`src/rtl/mem_arbiter_if.sv`:
```
// mem_arbiter_if: IFU/LSU request-response channels and the shared RAM port of mem_arbiter.
interface mem_arbiter_if #(
   parameter int DATA_WIDTH = 32,
   parameter int ADDR_WIDTH = 32
);
   logic                  ifu_req_valid, ifu_req_ready, ifu_resp_valid, ifu_resp_ready;
   logic [ADDR_WIDTH-1:0] ifu_addr;
   logic [DATA_WIDTH-1:0] ifu_rdata;
   logic                  lsu_req_valid, lsu_req_ready, lsu_resp_valid, lsu_resp_ready, lsu_we;
   logic [1:0]            lsu_format;
   logic [ADDR_WIDTH-1:0] lsu_addr;
   logic [DATA_WIDTH-1:0] lsu_wdata, lsu_rdata;
   logic                  mem_en, mem_we, busy;
   logic [1:0]            mem_format;
   logic [ADDR_WIDTH-1:0] mem_addr;
   logic [DATA_WIDTH-1:0] mem_wdata, mem_rdata;
   modport slave (
      input  ifu_req_valid, ifu_addr, ifu_resp_ready,
             lsu_req_valid, lsu_we, lsu_format, lsu_addr, lsu_wdata, lsu_resp_ready, mem_rdata,
      output ifu_req_ready, ifu_resp_valid, ifu_rdata,
             lsu_req_ready, lsu_resp_valid, lsu_rdata,
             mem_en, mem_we, mem_format, mem_addr, mem_wdata, busy
   );
   modport master (
      output ifu_req_valid, ifu_addr, ifu_resp_ready,
             lsu_req_valid, lsu_we, lsu_format, lsu_addr, lsu_wdata, lsu_resp_ready, mem_rdata,
      input  ifu_req_ready, ifu_resp_valid, ifu_rdata,
             lsu_req_ready, lsu_resp_valid, lsu_rdata,
             mem_en, mem_we, mem_format, mem_addr, mem_wdata, busy
   );
endinterface

```
`src/rtl/mem_arbiter.sv`:
```
// mem_arbiter: serialises IFU fetches and LSU loads/stores onto one fixed-latency RAM port.
// ARB_ROUND_ROBIN_EN selects round-robin arbitration; otherwise the LSU has fixed priority.
module mem_arbiter #(
   parameter int DATA_WIDTH  = 32,
   parameter int ADDR_WIDTH  = 32,
   parameter int MEM_LATENCY = 1
) (
   input logic           clk,
   input logic           rst,
   mem_arbiter_if.slave  bus
);
   typedef enum logic [1:0] {IDLE, ISSUE, WAIT, RESP} state_t;
   state_t                state_q, state_d;
   logic                  owner_q, owner_d, we_q, we_d;
   logic [1:0]            fmt_q, fmt_d;
   logic [ADDR_WIDTH-1:0] addr_q, addr_d;
   logic [DATA_WIDTH-1:0] wdata_q, wdata_d, rdata_q, rdata_d;
   logic [3:0]            cnt_q, cnt_d;
   logic                  gnt_lsu, gnt_ifu, idle, hs, resp_rdy;
`ifdef ARB_ROUND_ROBIN_EN
   logic                  last_q, last_d;
`endif
   always_ff @(posedge clk or posedge rst) begin
      if (rst) begin
         state_q <= IDLE;
         owner_q <= 1'b0;
         we_q    <= 1'b0;
         fmt_q   <= '0;
         addr_q  <= '0;
         wdata_q <= '0;
         rdata_q <= '0;
         cnt_q   <= '0;
`ifdef ARB_ROUND_ROBIN_EN
         last_q  <= 1'b1;
`endif
      end else begin
         state_q <= state_d;
         owner_q <= owner_d;
         we_q    <= we_d;
         fmt_q   <= fmt_d;
         addr_q  <= addr_d;
         wdata_q <= wdata_d;
         rdata_q <= rdata_d;
         cnt_q   <= cnt_d;
`ifdef ARB_ROUND_ROBIN_EN
         last_q  <= last_d;
`endif
      end
   end
   // owner/last_grant: 1 = LSU, 0 = IFU
   always_comb begin
`ifdef ARB_ROUND_ROBIN_EN
      gnt_lsu = bus.lsu_req_valid & (~bus.ifu_req_valid | ~last_q);
`else
      gnt_lsu = bus.lsu_req_valid;
`endif
      gnt_ifu  = bus.ifu_req_valid & ~gnt_lsu;
      idle     = (state_q == IDLE) & ~rst;
      hs       = idle & (gnt_lsu | gnt_ifu);
      resp_rdy = owner_q ? bus.lsu_resp_ready : bus.ifu_resp_ready;
      case (state_q)
         IDLE:    state_d = hs ? ISSUE : IDLE;
         ISSUE:   state_d = WAIT;
         WAIT:    state_d = (cnt_q == 4'd1) ? RESP : WAIT;
         default: state_d = resp_rdy ? IDLE : RESP;
      endcase
      owner_d = hs ? gnt_lsu : owner_q;
      we_d    = hs ? gnt_lsu & bus.lsu_we : we_q;
      fmt_d   = hs ? (gnt_lsu ? bus.lsu_format : 2'b10) : fmt_q;
      addr_d  = hs ? (gnt_lsu ? bus.lsu_addr : bus.ifu_addr) : addr_q;
      wdata_d = hs ? (gnt_lsu ? bus.lsu_wdata : '0) : wdata_q;
      cnt_d   = (state_q == ISSUE) ? 4'(MEM_LATENCY) : (state_q == WAIT) ? cnt_q - 4'd1 : cnt_q;
      rdata_d = (state_q == WAIT && cnt_q == 4'd1) ? (we_q ? '0 : bus.mem_rdata) : rdata_q;
`ifdef ARB_ROUND_ROBIN_EN
      last_d  = hs ? gnt_lsu : last_q;
`endif
   end
   always_comb begin
      bus.ifu_req_ready  = idle & gnt_ifu;
      bus.lsu_req_ready  = idle & gnt_lsu;
      bus.ifu_resp_valid = (state_q == RESP) & ~owner_q;
      bus.lsu_resp_valid = (state_q == RESP) & owner_q;
      bus.ifu_rdata      = rdata_q;
      bus.lsu_rdata      = rdata_q;
      bus.mem_en         = state_q == ISSUE;
      bus.mem_we         = (state_q == ISSUE) & we_q;
      bus.mem_format     = fmt_q;
      bus.mem_addr       = addr_q;
      bus.mem_wdata      = wdata_q;
      bus.busy           = state_q != IDLE;
   end
endmodule
```
`src/flat_wrapper.sv`:
```
// flat-port wrapper written by rule: the top's interface ports become plain ports
module mem_arbiter_flat 
#(
   parameter int DATA_WIDTH  = 32,
   parameter int ADDR_WIDTH  = 32,
   parameter int MEM_LATENCY = 1
)
  (clk, rst, bus_ifu_req_valid, bus_ifu_addr, bus_ifu_resp_ready, bus_lsu_req_valid, bus_lsu_we, bus_lsu_format, bus_lsu_addr, bus_lsu_wdata, bus_lsu_resp_ready, bus_mem_rdata, bus_ifu_req_ready, bus_ifu_resp_valid, bus_ifu_rdata, bus_lsu_req_ready, bus_lsu_resp_valid, bus_lsu_rdata, bus_mem_en, bus_mem_we, bus_mem_format, bus_mem_addr, bus_mem_wdata, bus_busy);
  mem_arbiter_if #(.DATA_WIDTH(DATA_WIDTH), .ADDR_WIDTH(ADDR_WIDTH)) bus_i ();
  input logic clk;
  input logic rst;
  input wire logic [$bits(bus_i.ifu_req_valid)-1:0] bus_ifu_req_valid;
  input wire logic [$bits(bus_i.ifu_addr)-1:0] bus_ifu_addr;
  input wire logic [$bits(bus_i.ifu_resp_ready)-1:0] bus_ifu_resp_ready;
  input wire logic [$bits(bus_i.lsu_req_valid)-1:0] bus_lsu_req_valid;
  input wire logic [$bits(bus_i.lsu_we)-1:0] bus_lsu_we;
  input wire logic [$bits(bus_i.lsu_format)-1:0] bus_lsu_format;
  input wire logic [$bits(bus_i.lsu_addr)-1:0] bus_lsu_addr;
  input wire logic [$bits(bus_i.lsu_wdata)-1:0] bus_lsu_wdata;
  input wire logic [$bits(bus_i.lsu_resp_ready)-1:0] bus_lsu_resp_ready;
  input wire logic [$bits(bus_i.mem_rdata)-1:0] bus_mem_rdata;
  output wire logic [$bits(bus_i.ifu_req_ready)-1:0] bus_ifu_req_ready;
  output wire logic [$bits(bus_i.ifu_resp_valid)-1:0] bus_ifu_resp_valid;
  output wire logic [$bits(bus_i.ifu_rdata)-1:0] bus_ifu_rdata;
  output wire logic [$bits(bus_i.lsu_req_ready)-1:0] bus_lsu_req_ready;
  output wire logic [$bits(bus_i.lsu_resp_valid)-1:0] bus_lsu_resp_valid;
  output wire logic [$bits(bus_i.lsu_rdata)-1:0] bus_lsu_rdata;
  output wire logic [$bits(bus_i.mem_en)-1:0] bus_mem_en;
  output wire logic [$bits(bus_i.mem_we)-1:0] bus_mem_we;
  output wire logic [$bits(bus_i.mem_format)-1:0] bus_mem_format;
  output wire logic [$bits(bus_i.mem_addr)-1:0] bus_mem_addr;
  output wire logic [$bits(bus_i.mem_wdata)-1:0] bus_mem_wdata;
  output wire logic [$bits(bus_i.busy)-1:0] bus_busy;
  assign bus_i.ifu_req_valid = bus_ifu_req_valid;
  assign bus_i.ifu_addr = bus_ifu_addr;
  assign bus_i.ifu_resp_ready = bus_ifu_resp_ready;
  assign bus_i.lsu_req_valid = bus_lsu_req_valid;
  assign bus_i.lsu_we = bus_lsu_we;
  assign bus_i.lsu_format = bus_lsu_format;
  assign bus_i.lsu_addr = bus_lsu_addr;
  assign bus_i.lsu_wdata = bus_lsu_wdata;
  assign bus_i.lsu_resp_ready = bus_lsu_resp_ready;
  assign bus_i.mem_rdata = bus_mem_rdata;
  assign bus_ifu_req_ready = bus_i.ifu_req_ready;
  assign bus_ifu_resp_valid = bus_i.ifu_resp_valid;
  assign bus_ifu_rdata = bus_i.ifu_rdata;
  assign bus_lsu_req_ready = bus_i.lsu_req_ready;
  assign bus_lsu_resp_valid = bus_i.lsu_resp_valid;
  assign bus_lsu_rdata = bus_i.lsu_rdata;
  assign bus_mem_en = bus_i.mem_en;
  assign bus_mem_we = bus_i.mem_we;
  assign bus_mem_format = bus_i.mem_format;
  assign bus_mem_addr = bus_i.mem_addr;
  assign bus_mem_wdata = bus_i.mem_wdata;
  assign bus_busy = bus_i.busy;
  mem_arbiter #(.DATA_WIDTH(DATA_WIDTH), .ADDR_WIDTH(ADDR_WIDTH), .MEM_LATENCY(MEM_LATENCY)) u_core (.clk(clk), .rst(rst), .bus(bus_i));
endmodule
```
`config.mk`:
```
export PLATFORM = sky130hd
export DESIGN_NAME = mem_arbiter_flat
export DESIGN_NICKNAME = d
export VERILOG_FILES = /design/src/rtl/mem_arbiter_if.sv /design/src/rtl/mem_arbiter.sv /design/src/flat_wrapper.sv
export SDC_FILE = /design/constraint.sdc
export NUM_CORES = 1
export LEC_CHECK = 0
export BUFFER_PORTS_ARGS = -buffer_cell sky130_fd_sc_hd__buf_2
export CORE_MARGIN = 1.5
export CORE_UTILIZATION = 45
export DETAILED_ROUTE_END_ITERATION = 7
export PLACE_DENSITY = 0.92
export REMOVE_ABC_BUFFERS = 1
export SYNTH_ARGS = -nofsm -noshare
export SYNTH_HDL_FRONTEND = slang
export SYNTH_SLANG_ARGS = --single-unit
export TNS_END_PERCENT = 20
```
`constraint.sdc`:
```
create_clock -name clk -period 3.7 [get_ports clk]
set_input_delay 0.185 -clock clk [delete_from_list [all_inputs] [get_ports clk]]
set_output_delay 0.185 -clock clk [all_outputs]
set_load 0.005 [all_outputs]
```
==> run summary <==
In this run the worst path has a maximum fanout of 22. In this run the vertical extent of the chip is 108 um. The final setup violation count is 0. Kind of cell with the highest combined delay on the critical path: simple AND/OR/NAND/NOR gates. After detailed routing, the number of vias per cell comes to 4.92. Counting the fill cells in the layout gives 925. The tool flagged a number of max-cap violations equal to 0. The parity-gate share of the synthesized area counting xor and xnor cells was 0. The synthesized-area fraction occupied by ao, oa, aoi and oai cells came out at 0.107. The floorplan has 38 rows. The highest cell delay on the worst timing path came out at 0.54 ns. The slowest cell on the critical path was and2_1. The count of pins over their slew limit is 0, and the total of buffers placed on input and output ports is 273.

The clock buffer count from CTS was 9; the count of hold buffers inserted by post-cts repair was 0. The type of the tightest min-delay check is in2reg. In this run the post-CTS setup repair buffer count came out at 0. The logs give 0 for the initial antenna violation count and 1.55 ns for the worst setup slack after placement. The core region is 10800 sq um. The worst path in the final design needs a cycle of 2.50 ns, including I/O delays and setup.

The tools report the critical path endpoint category as an output port. For the global-route wire length before repair, the log shows 18100 um. STA puts the critical path data required time at 3.51 ns. The detail route stage leaves a number of antenna-violating nets equal to 0.

Counting every instance in the synthesized netlist gives 403. The critical path start-end classification is reg2out. The number of standard cells in the layout, taps in and fillers out came out at 779. From synthesis to final layout, the design area changed by 27.5%.

The simple-gate share of the synthesized area works out to 0.0849. The multiplexer area fraction after synthesis works out to 0.168. Across all setup checks in the final design, the least slack found is 1.20 ns.

Based on the critical path, the design can be clocked at up to 400 MHz. Pin placement for this block handled 274 I/O pins. The number of warnings reported in the yosys synthesis log is 0, and the DRC violation total after the first TritonRoute iteration is 205. The source-to-sink clock delay at the later pin of the worst-skew pair is 0.37 ns. The die covers 11700 sq um.

The power density over cell area came out at 740 nW/um^2. The slew at the pin closest to its max-slew limit is 1.04 ns. Dividing the detail-routed wire length by the instance count gives 15.4 um. The relative slew slack was 0.307. The clock tree synthesis step divided the H-tree into 3 levels. The final instance area is 6370 sq um, and the number of design rule violations left after detail routing is 0.

The static leakage power was 3.48 nW; the number of iterations in the first detailed-routing pass was 5. The critical path contains buffers and inverters numbering 3 combined. The starting density of the core is 0.461. Combinational family with the most area after synthesis: multiplexers. The run gives 0 as the number of inserted diodes.

At the worst endpoint, the arrival time is 2.31 ns. The run gives 0 as the number of gates resized after CTS. The placed wire-length estimate was 9220 um. The number of global-route vias before repair was 3698.

For the overall global routing resource usage, the log shows 0.201. The area share of fa/ha/maj cells after synthesis is 0.0175, and the distinct cell type count after synthesis is 27. The tools report the final hold violation count as 0. The run gives 3836 as the count of vias placed by the detailed router. The flow ran to the end, and the final reports show no timing, DRC or antenna violations. The clock drives 106 sinks. In the final timing run, aggregate negative setup slack is 0 ns.

The congestion estimate from routability-driven global placement came to 0.768. After synthesis the netlist holds a flip-flop and latch count of 106. The share of the core filled with cells in the final layout is 0.588, and the share of layout cells above drive strength 1 is 0.563.

After the last flow step, the layout net total stands at 779. Setup repair after global routing left no endpoint under its margin. The worst setup path is launched from a flip-flop.

A synthesized cell averages 12.4 sq um. The placed cell area came out at 6160 sq um. TritonCTS built the clock tree.

For the number of instances in the placed design, the log shows 764. The critical path goes through inv_1, ha_1, nor2b_4, and2_1, buf_4, buf_2. For this run the aggregate overflow at the end of global routing stands at 0.

The width of the die was 108 um. The logs give 0.531 for the share of the yosys chip area belonging to registers and 87 for the maximum number of pins on one net before global-route repair. The maximum VDD drop is 0.373 mV, and the clock input transition at the sequential cells of the worst setup and hold paths is 0.10 ns. The post-route fraction of the period consumed by the critical path is 0.675, and the buffer depth of the longest clock path is 2. The maximum clock skew at final layout was 0.0151 ns. The synthesized netlist occupies a cell area of 5000 sq um. The aggregate routed wire length came out at 12000 um. CTS placed an instance of clkbuf_8 at the clock tree root.
-- kinds of logic after synthesis --
kind of cell             after synthesis
flip-flops                           106
AND/OR/NAND/NOR                       81
AO/OA/AOI/OAI                         77
buffers and inverters                 67
multiplexers                          65
adder cells (fa/ha/maj)                7
-- area by class of cell --
| class | instances | area (sq um) | share of cell area |
|---|---|---|---|
| sequential | 106 | 2650 | 0.416 |
| inverter | 10 | 40.0 | 0.00629 |
| tap | 140 | 175 | 0.0275 |
| multi-input combinational | 230 | 1890 | 0.297 |
| clock buffer | 10 | 128 | 0.0200 |
| clock inverter | 5 | 80.1 | 0.0126 |
| timing repair buffer | 278 | 1400 | 0.220 |
-- flip-flops by register name, summed over array words and instances (netlist names) --
name	flops
u_core.we_q	1
u_core.bus.mem_addr	32
u_core.owner_q	1
u_core.bus.ifu_rdata	32
u_core.cnt_q	4
u_core.bus.mem_wdata	32
u_core.bus.mem_format	2
u_core.state_q	2
-- cell usage in the layout (no fill, tap or decap), types with 2 or more instances in the layout --
master      count
and2_1          3
nor2_1          2
nand2_1        36
clkinvlp_4      2
bufinv_16       2
nor3_1          2
buf_4           5
nor2b_1         2
mux2_2         35
inv_1           9
a22o_1         35
clkbuf_8        9
o21ai_0        37
mux2_4         29
nand2b_1       32
dfrtp_1       106
buf_2         273
ha_1            7
-- per-layer routing --
metal / track usage / share of wire / up-vias
met5: 0 / 0 / -
met4: 0.0564 / 0.012 / 0
met3: 0.0591 / 0.076 / 8
met2: 0.371 / 0.53 / 180
met1: 0.224 / 0.38 / 1841
li1: - / - / 1807
-- power breakdown --
| group | total (W) | internal (W) | switching (W) |
|---|---|---|---|
| Combinational | 0.00189 | 0.00104 | 0.000853 |
| Sequential | 0.00206 | 0.00169 | 0.000368 |
| Clock | 0.000761 | 0.000377 | 0.000384 |
-- per-stage QoR --
step	hold slack, ns	power [W]
after CTS	0.0135	0.00476
after global placement	0.404	0.00387
after detailed placement	0.405	0.00399
after floorplan	0.318	0.00296
after global routing	0.000916	0.00509
final	0.0268	0.00472
-- path summary, 6_finish.rpt --
check / from / endpoint / slack (ns) / depth (start not counted)
hold / removal: bus_lsu_wdata[16] / u_core.bus.mem_wdata[16] / 0.03 / 2
min in group asynchronous: rst / u_core.bus.mem_addr[27] / 0.08 / 2
max in group asynchronous: rst / u_core.bus.mem_format[1] / 2.70 / 3
hold reg to reg: u_core.bus.ifu_rdata[23] / u_core.bus.ifu_rdata[23] / 0.50 / 2
setup / recovery: u_core.state_q[0] / bus_lsu_req_ready / 1.20 / 6
setup reg to reg: u_core.state_q[0] / u_core.bus.mem_addr[24] / 1.54 / 6
-- cell usage after synthesis (all sizes together) --
library cell,count,area [sq um]
nand4bb,1,11.3
a22o,35,307
a21o,1,7.51
o21ai,38,201
mux2i,1,10.0
a22oi,1,7.51
inv,10,37.5
nand2,36,135
nor2b,3,26.3
a31oi,1,6.26
nand2b,32,200
nor2,2,7.51
buf,52,402
mux2,64,830
and2,3,18.8
nor3,2,10.0
and3b,1,8.76
ha,7,87.6
clkbuf,5,18.8
or3,1,6.26
dfrtp,106,2650
a21oi,1,5.00
No activity file was read; power rests on OpenSTA's default activity.
